<file path="src/rtl/tmp_meas_sched.sv">
// Measurement scheduler: round-robin arbitration of two requesters onto one
// temperature converter core, with warm-up, sample averaging and timeout.
module tmp_meas_sched #(
    parameter int CODE_W   = 8,
    parameter int AVG_LOG2 = 2,
    parameter int WARM_CYC = 4,
    parameter int TMO_W    = 10,
    parameter int TMO_CYC  = 1000
) (
    input  logic              clk,
    input  logic              reset,
    input  logic [1:0]        req_i,
    output logic [1:0]        ack_o,
    output logic              err_o,
    output logic [CODE_W-1:0] result_o,
    output logic              busy_o,
    output logic              core_rst_o,
    input  logic              core_valid_i,
    input  logic [CODE_W-1:0] core_code_i
);

    localparam int ACC_W  = CODE_W + AVG_LOG2;
    localparam int CNT_W  = AVG_LOG2 + 1;
    localparam int WARM_W = (WARM_CYC > 1) ? $clog2(WARM_CYC) : 1;

    localparam logic [CNT_W-1:0]  LAST_SMP  = CNT_W'((1 << AVG_LOG2) - 1);
    localparam logic [WARM_W-1:0] LAST_WARM = WARM_W'(WARM_CYC - 1);
    localparam logic [TMO_W-1:0]  TMO_LIM   = TMO_W'(TMO_CYC);

    typedef enum logic [1:0] {
        S_IDLE = 2'd0,
        S_WARM = 2'd1,
        S_CONV = 2'd2,
        S_DONE = 2'd3
    } state_t;

    state_t             state_reg, state_next;
    logic               grant_reg, grant_next;
    logic               ptr_reg, ptr_next;
    logic [ACC_W-1:0]   acc_reg, acc_next;
    logic [CNT_W-1:0]   cnt_reg, cnt_next;
    logic [WARM_W-1:0]  warm_reg, warm_next;
    logic [TMO_W-1:0]   tmo_reg, tmo_next;
    logic [1:0]         ack_reg, ack_next;
    logic               err_reg, err_next;
    logic [CODE_W-1:0]  result_reg, result_next;
    logic               busy_reg, busy_next;
    logic               core_rst_reg, core_rst_next;

    logic               req_any;
    logic               sel_idx;
    logic               warm_last;
    logic               smp_last;
    logic               tmo_hit;
    logic [TMO_W-1:0]   tmo_inc;
    logic [ACC_W-1:0]   sum;
    logic [1:0]         grant_onehot;

    // Pointer only matters when both requesters ask in the same cycle.
    assign req_any   = |req_i;
    assign sel_idx   = (req_i == 2'b10) ? 1'b1 :
                       (req_i == 2'b01) ? 1'b0 : ptr_reg;
    assign warm_last = (warm_reg == LAST_WARM);
    assign smp_last  = (cnt_reg == LAST_SMP);
    assign tmo_inc   = tmo_reg + 1'b1;
    assign tmo_hit   = (tmo_inc == TMO_LIM);
    assign sum       = acc_reg + ACC_W'(core_code_i);

    genvar gi;
    generate
        for (gi = 0; gi < 2; gi++) begin : g_onehot
            assign grant_onehot[gi] = (grant_reg == 1'(gi));
        end
    endgenerate

    // State and datapath registers
    always_ff @(posedge clk or posedge reset) begin
        if (reset) begin
            state_reg    <= S_IDLE;
            grant_reg    <= 1'b0;
            ptr_reg      <= 1'b0;
            acc_reg      <= '0;
            cnt_reg      <= '0;
            warm_reg     <= '0;
            tmo_reg      <= '0;
            ack_reg      <= 2'b00;
            err_reg      <= 1'b0;
            result_reg   <= '0;
            busy_reg     <= 1'b0;
            core_rst_reg <= 1'b1;
        end else begin
            state_reg    <= state_next;
            grant_reg    <= grant_next;
            ptr_reg      <= ptr_next;
            acc_reg      <= acc_next;
            cnt_reg      <= cnt_next;
            warm_reg     <= warm_next;
            tmo_reg      <= tmo_next;
            ack_reg      <= ack_next;
            err_reg      <= err_next;
            result_reg   <= result_next;
            busy_reg     <= busy_next;
            core_rst_reg <= core_rst_next;
        end
    end

    // Next-state logic
    always_comb begin
        state_next = state_reg;
        case (state_reg)
            S_IDLE: if (req_any) state_next = S_WARM;
            S_WARM: if (warm_last) state_next = S_CONV;
            S_CONV: if ((core_valid_i && smp_last) || (!core_valid_i && tmo_hit))
                        state_next = S_DONE;
            S_DONE: state_next = S_IDLE;
            default: state_next = S_IDLE;
        endcase
    end

    // Next values of the registered outputs and datapath
    always_comb begin
        grant_next    = grant_reg;
        ptr_next      = ptr_reg;
        acc_next      = acc_reg;
        cnt_next      = cnt_reg;
        warm_next     = warm_reg;
        tmo_next      = tmo_reg;
        ack_next      = ack_reg;
        err_next      = err_reg;
        result_next   = result_reg;
        busy_next     = busy_reg;
        core_rst_next = core_rst_reg;
        case (state_reg)
            S_IDLE: begin
                core_rst_next = 1'b1;
                if (req_any) begin
                    grant_next = sel_idx;
                    busy_next  = 1'b1;
                    acc_next   = '0;
                    cnt_next   = '0;
                    warm_next  = '0;
                end
            end
            S_WARM: begin
                warm_next = warm_reg + 1'b1;
                if (warm_last) begin
                    core_rst_next = 1'b0;
                    tmo_next      = '0;
                end
            end
            S_CONV: begin
                // A valid sample always beats a coincident timeout.
                if (core_valid_i) begin
                    tmo_next = '0;
                    if (smp_last) begin
                        result_next   = sum[ACC_W-1 -: CODE_W];
                        ack_next      = grant_onehot;
                        core_rst_next = 1'b1;
                    end else begin
                        acc_next = sum;
                        cnt_next = cnt_reg + 1'b1;
                    end
                end else if (tmo_hit) begin
                    ack_next      = grant_onehot;
                    err_next      = 1'b1;
                    core_rst_next = 1'b1;
                end else begin
                    tmo_next = tmo_inc;
                end
            end
            S_DONE: begin
                ack_next  = 2'b00;
                err_next  = 1'b0;
                busy_next = 1'b0;
                ptr_next  = ~grant_reg;
            end
            default: ;
        endcase
    end

    assign ack_o      = ack_reg;
    assign err_o      = err_reg;
    assign result_o   = result_reg;
    assign busy_o     = busy_reg;
    assign core_rst_o = core_rst_reg;

endmodule

</file>
<file path="config.mk">
export PLATFORM = sky130hd
export DESIGN_NAME = tmp_meas_sched
export DESIGN_NICKNAME = d
export VERILOG_FILES = /design/src/rtl/tmp_meas_sched.sv
export SDC_FILE = /design/constraint.sdc
export NUM_CORES = 1
export LEC_CHECK = 0
export CORE_MARGIN = 1.5
export CORE_UTILIZATION = 50
export CTS_CLUSTER_SIZE = 28
export DETAILED_ROUTE_END_ITERATION = 7
export PLACE_DENSITY = 0.72
export SLEW_MARGIN = 20
export SYNTH_ARGS = -nofsm -noshare
export SYNTH_HDL_FRONTEND = slang
export SYNTH_SLANG_ARGS = --single-unit
</file>
<file path="constraint.sdc">
create_clock -name clk -period 3.89 [get_ports clk]
set_input_delay 1.167 -clock clk [delete_from_list [all_inputs] [get_ports clk]]
set_output_delay 1.167 -clock clk [all_outputs]
set_load 0.05 [all_outputs]
</file>
==> run summary, run 1 <==
• completed — outcome
• 9.16 um^2 — Mapped Avg Cell Area
• 0 — number of nets with antenna violations after detailed routing
• 5.69% — layout cell share with drive strength beyond 1
• 5 — Num CTS Buffers
• 9.31 ps — post-route clock skew
• no — setup repair after global routing missed its margin
• 5.58 — vias per cell
• 100% — Async S/R FF share, synth
• 0.819 mW — net switching power of the design
• 43.7% — Switching Share
• 0 — number of maximum-capacitance violations
• 328 — final net count
• 73.4 um — height of the die
• 0 — number of setup buffers added after CTS
• 60.8% — Finished Core Util
• 0 — synth warn
• 112 — DR iter-0 viols
• in2reg — critical path type
• 51 — post-synthesis cell type count
• 4080 ps — required time of the worst setup path
• dfrtp_1 — commonest register cell after synthesis
• 3390 ps — min cycle time layout
• 425 — number of inserted filler cells in the final layout
• 648 mW/mm^2 — power per cell area
• 301 — synthesized netlist net count
• 36.8% — sequential share of power
• input pin — type of origin of the critical path
• 0 — number of setup violations in the final report
• 0.896 — routability congestion estimate
• 4 — Detailed Routing Iterations Pass 1
• 300 ps — source-to-sink clock delay at the later pin of the worst-skew pair
• 42.4% — sequential element share of the synthesized area
• 41 x nand2_1, 41 x dfrtp_1, 30 x o21ai_0, 25 x clkdlybuf4s50_1, 17 x inv_1 — commonest non-fill, non-tap cells in the layout
• 52.2% — starting density of the core
• dfrtp_1 41%, ha_1 8.1%, nand2_1 6.2%, o21ai_0 6.1%, inv_1 2.6% — Synth area leaders
• met2 — most used routing layer in global routing
• 33.1% — global-route track usage on met2
• 0 — initial antenna violation count
• 3660 um — half-perimeter wire length after placement
• 1883 — via count of the first global-routing pass
• 0.00539 mm^2 — area enclosed by the die boundary
• 2 — CTS H-Tree Depth
• 0 — number of pins with negative max-slew slack in the final report
• 28.4% — met1 global-route usage
• 400 uV — Worst IR Drop VDD
• 0.00475 mm^2 — placeable core region
• 0.00105 mm^2 — storage element area
• 950 ps — worst slew pin tran
• 295 MHz — achievable clock frequency
• 2 — Clock Path Buffers
• 0 — number of hold buffers added after CTS
• 0 — DRC viols
• 0.00248 mm^2 — cell area after synthesis
• 43 — maximum number of pins on one net before global-route repair
• 0 — hold violation total from the final report
• done — clock tree from TritonCTS
• 0 ps — TNS Setup
• 42 — number of synthesized register bits
• 26 — ports placed on the boundary
• 25 — number of rows created at floorplan
• 0 — remaining global-route overflow
• 25 — number of port buffers
• 8670 um — global-route wire length before repair
• tmo_reg[0] — start of the worst register-to-register path
• 2041 — via count
• 41.4% — post-synth top area share
• 0.00132 mm^2 — combined area of the multi-input logic cells
• 3 — maximum fanout along the worst path
• 34.8% — worst slew margin relative to its limit
• 20.7% — aggregate global-route resource usage
• 0 — ant diodes
• 3590 ps — arrival time reported for the critical path endpoint
• 4.25% — met3 capacity usage during global routing
• 13.8 um — final routed wire length divided by cell count
• 16.6% — area grow syn2layout
• 15.3% — proportion of power drawn by the clock network
• 42 — Clock Sink Count
• 271 — Syn Inst Count
• core_code_i[0] — worst setup path startpoint
• 90 ps — register clock-pin slew on the reported worst setup and hold paths
• 484 ps — worst hold slack after final layout
• flip-flop — element type at the critical path end
• 5050 um — WL final
• 1.26 nW — leakage dissipation
• dfrtp_1 — leading area contributor after synthesis
• reg2reg — Hold/Removal Path Class
• clkbuf_8 — clock root buffer
• 0 — number of synthesized flops with an enable pin
• 87.2% — final clock period utilization by the worst path
• 1.05 mW — Pint
• 0 — post-cts gate resize count
• 47.8% — relative contribution of combinational cells to total power
• result_o[1] — min-delay src
• 73.4 um — Chip Width
## stage by stage
step                      cell area, um^2  std cells  power [mW]  worst slack [ps]
after CTS                            2890        366        1.89               501
after floorplan                      2480        271        1.35               906
after detailed placement             2800        358        1.60               190
after global routing                 2890        366        2.02               268
after global placement               2800        358        1.57               234
final                                2890        366        1.87               496
## final cells by class
| class | count | share of cell area (%) |
|---|---|---|
| Tap cell | 67 | 2.90 |
| Clock inverter | 3 | 0.735 |
| Sequential cell | 42 | 36.4 |
| Inverter | 17 | 2.21 |
| Timing Repair Buffer | 29 | 9.69 |
| Clock buffer | 5 | 2.38 |
| Multi-Input combinational cell | 203 | 45.7 |
## synthesized netlist by cell type (2+ instances only)
cell,number
dfrtp_1,41
nand2_1,41
o21ai_0,30
inv_1,17
ha_1,16
nor2_1,13
nand3_1,12
a21oi_1,10
clkbuf_1,6
and2_1,5
nor3_1,5
o211ai_1,5
o41ai_1,5
a31oi_1,4
xnor2_1,4
a21o_1,3
and3_1,3
mux2i_1,3
nor2b_1,3
or4_1,3
xor2_1,3
a211o_1,2
a22o_1,2
a32o_1,2
buf_4,2
nand2b_1,2
nand4_1,2
o211a_1,2
o31ai_1,2
or3_1,2
## metal layers
| layer | share of wire [%] | up-vias | wire length [um] |
|---|---|---|---|
| li1 | - | 1034 | - |
| met1 | 49 | 968 | 2500 |
| met2 | 46 | 33 | 2310 |
| met3 | 3.6 | 6 | 182 |
| met4 | 1.3 | 0 | 64 |
| met5 | 0 | - | 0 |
## worst max-delay path, cell delays in order
cell and delay (ps):
clkdlybuf4s50_1 460, ha_1 160, inv_1 50, fa_1 390
nor2b_1 130, o21a_1 140, o21ai_0 140, a2111oi_0 490
o21ai_0 190, a32o_1 270
## final timing paths
check | cells after the start | to | slack (ps)
worst min-delay path | 2 | result_o[1] | 480
worst max-delay path | 10 | acc_reg[8] | 500
max in group asynchronous | 3 | core_rst_o | 2200
worst max register to register | 7 | state_reg[1] | 1350
min in group asynchronous | 3 | acc_reg[9] | 1310
worst min register to register | 2 | result_o[1] | 480
## power by group through the flow
stage          combinational (mW)  sequential (mW)  clock (mW)
6_report                    0.896            0.690       0.288
5_1_grt                      1.00            0.711       0.314
4_1_cts                     0.903            0.690       0.296
3_5_place_dp                0.897            0.700           0
3_3_place_gp                0.880            0.695           0
2_1_floorplan               0.578            0.776           0
## kinds of logic after synthesis
family | after synthesis | synth area share [%]
AND/OR/NAND/NOR | 96 | 18.4
AO/OA/AOI/OAI | 78 | 21.4
flip-flops | 42 | 42.4
buffers and inverters | 26 | 4.29
adder cells (fa/ha/maj) | 17 | 8.88
XOR/XNOR | 7 | 2.47
multiplexers | 5 | 2.12
Note: power is estimated with default switching activity, not from simulation.
==> run 2: changes to the inputs <==
--- a/config.mk
+++ b/config.mk
@@ -5,7 +5,7 @@
 export SDC_FILE = /design/constraint.sdc
 export NUM_CORES = 1
 export LEC_CHECK = 0
-export CORE_MARGIN = 1.5
+export CORE_MARGIN = 2
 export CORE_UTILIZATION = 50
 export CTS_CLUSTER_SIZE = 28
 export DETAILED_ROUTE_END_ITERATION = 7
==> run 2 against run 1 <==
Net effect: total power up 0.68%; combinational power up 0.4%; clock skew down 2.0 ps; largest power group unchanged.
==> run summary, run 2 (synthesized netlist as in run 1, its figures left out) <==
• 4 — Detailed Routing Iterations Pass 1
• 21.2% — aggregate global-route resource usage
• 2056 — via count of the first global-routing pass
• acc_reg[8] — end of the critical path
• compound AO/OA/AOI/OAI gates — gate family responsible for the most delay along the worst path
• reg2reg — Hold/Removal Path Class
• 42 — Clock Sink Count
• 479 ps — smallest setup slack after layout
• 652 mW/mm^2 — power per cell area
• 5.71 — vias per cell
• 52.2% — starting density of the core
• 74.4 um — height of the die
• 9140 um — global-route wire length before repair
• 0 ps — TNS Setup
• 25 — number of rows created at floorplan
• 0.857 — routability congestion estimate
• 0 — number of setup violations in the final report
• 7.27 ps — post-route clock skew
• state_reg[1] — worst reg2reg path endpoint
• 80 ps — register clock-pin slew on the reported worst setup and hold paths
• 4070 ps — required time of the worst setup path
• 290 ps — source-to-sink clock delay at the later pin of the worst-skew pair
• 0 — initial antenna violation count
• 10 — number of logic stages on the critical path including buffering
• 0 — number of hold buffers added after CTS
• 2 — CTS H-Tree Depth
• 87.7% — final clock period utilization by the worst path
• 25 — number of port buffers
• 7 — cells on worst reg2reg path
• 43 — maximum number of pins on one net before global-route repair
• 0 — number of setup buffers added after CTS
• 5 — Num CTS Buffers
• core_code_i[0] — worst setup path startpoint
• a2111oi_0 — standard cell with the maximum stage delay on the critical path
• completed — outcome
• input pin — type of origin of the critical path
• 0.00475 mm^2 — placeable core region
• 74.4 um — Chip Width
• 1340 ps — slack of the worst reg-to-reg path
• 0 — number of pins with negative max-slew slack in the final report
• 2 — WP buf/inv
• 1.27 nW — leakage dissipation
• 5.02% — layout cell share with drive strength beyond 1
• clkbuf_8 — clock root buffer
• 35.3% — worst slew margin relative to its limit
• done — clock tree from TritonCTS
• 0 — post-cts gate resize count
• flip-flop — element type at the critical path end
• 3410 ps — min cycle time layout
• 2089 — via count
• 0 — ant diodes
• 2 — Clock Path Buffers
• 183 — DR iter-0 viols
• 0.00554 mm^2 — area enclosed by the die boundary
• 26 — ports placed on the boundary
• 3590 ps — arrival time reported for the critical path endpoint
• o21ai_0 — most frequent CP cell
• 0 — number of nets with antenna violations after detailed routing
• clkdlybuf4s50_1 -> ha_1 -> inv_1 -> fa_1 -> nor2b_1 -> o21a_1 -> o21ai_0 -> a2111oi_0 -> o21ai_0 -> a32o_1 — cell breakdown of the critical path
• 3690 um — half-perimeter wire length after placement
• 16.6% — area grow syn2layout
• 5220 um — WL final
• no — setup repair after global routing missed its margin
• 500 ps — largest incremental delay on the critical path
• 328 — final net count
• 41 x nand2_1, 41 x dfrtp_1, 30 x o21ai_0, 25 x clkdlybuf4s50_1, 17 x inv_1 — commonest non-fill, non-tap cells in the layout
• tmo_reg[0] — start of the worst register-to-register path
• 0 — number of maximum-capacitance violations
• 0 — remaining global-route overflow
• 396 uV — Worst IR Drop VDD
• 167 ps — Setup Slack @ Placement
• 14.3 um — final routed wire length divided by cell count
• 0 — DRC viols
• 3 — maximum fanout along the worst path
• 0 — hold violation total from the final report
• in2reg — critical path type
• 944 ps — worst slew pin tran
• 293 MHz — achievable clock frequency
-- run 2: cell types whose count changed in the layout (fill, tap and decap cells not counted) --
cell,previous run,this run
clkbuf_8,5,6
clkinv_4,1,0
clkinvlp_4,1,0
clkinv_2,1,0
clkbuf_1,0,2
-- run 2: how the worst min path moves through the flow --
stage | startpoint | to | slack, ps | cells after the start
floorplan | acc_reg[6] | acc_reg[6] | 450 | 2
global placement | result_o[1] | result_o[1] | 460 | 2
detailed placement | result_o[1] | result_o[1] | 470 | 2
CTS | result_o[1] | result_o[1] | 490 | 2
global route | result_o[3] | result_o[3] | 530 | 2
finish | result_o[3] | result_o[3] | 480 | 2
-- run 2: area by class of cell --
class	instances	area [um^2]
clock buffers	8	90.1
well taps	67	83.8
repair buffers	29	280
inverters	17	63.8
multi-input cells	203	1320
fillers	415	1860
flip-flops and latches	42	1050
-- run 2: routing by layer --
| layer | GRT usage (%) | part of all wire, % | up-vias |
|---|---|---|---|
| met1 | 28.4 | 49 | 1004 |
| met5 | 0 | 0 | - |
| met3 | 4.47 | 4.6 | 2 |
| li1 | - | - | 1028 |
| met4 | 6.55 | 0.42 | 0 |
| met2 | 34.6 | 46 | 55 |
-- run 2: where the power goes --
group / total [mW] / switching (mW) / internal (mW)
clock network: 0.294 / 0.149 / 0.145
logic: 0.900 / 0.546 / 0.355
registers: 0.692 / 0.117 / 0.575
-- run 2: worst register-to-register path: stages, from the launching register on --
cell       delay, ps
dfrtp_1          470
ha_1             280
and2_1           230
o31ai_1          240
a32oi_1          120
a2111oi_4        480
o211a_1          280
mux2_2           340
-- run 2: stage by stage --
step           hold slack [ps]  cells  utilization, %  instance area, um^2  total power, mW
2_1_floorplan              447    271               -                 2480             1.35
3_3_place_gp               460    358            58.9                 2800             1.57
3_5_place_dp               470    358            58.9                 2800             1.60
4_1_cts                    488    366            60.8                 2890             1.89
5_1_grt                    527    366            60.8                 2890             2.04
6_report                   480    366            60.8                 2890             1.89
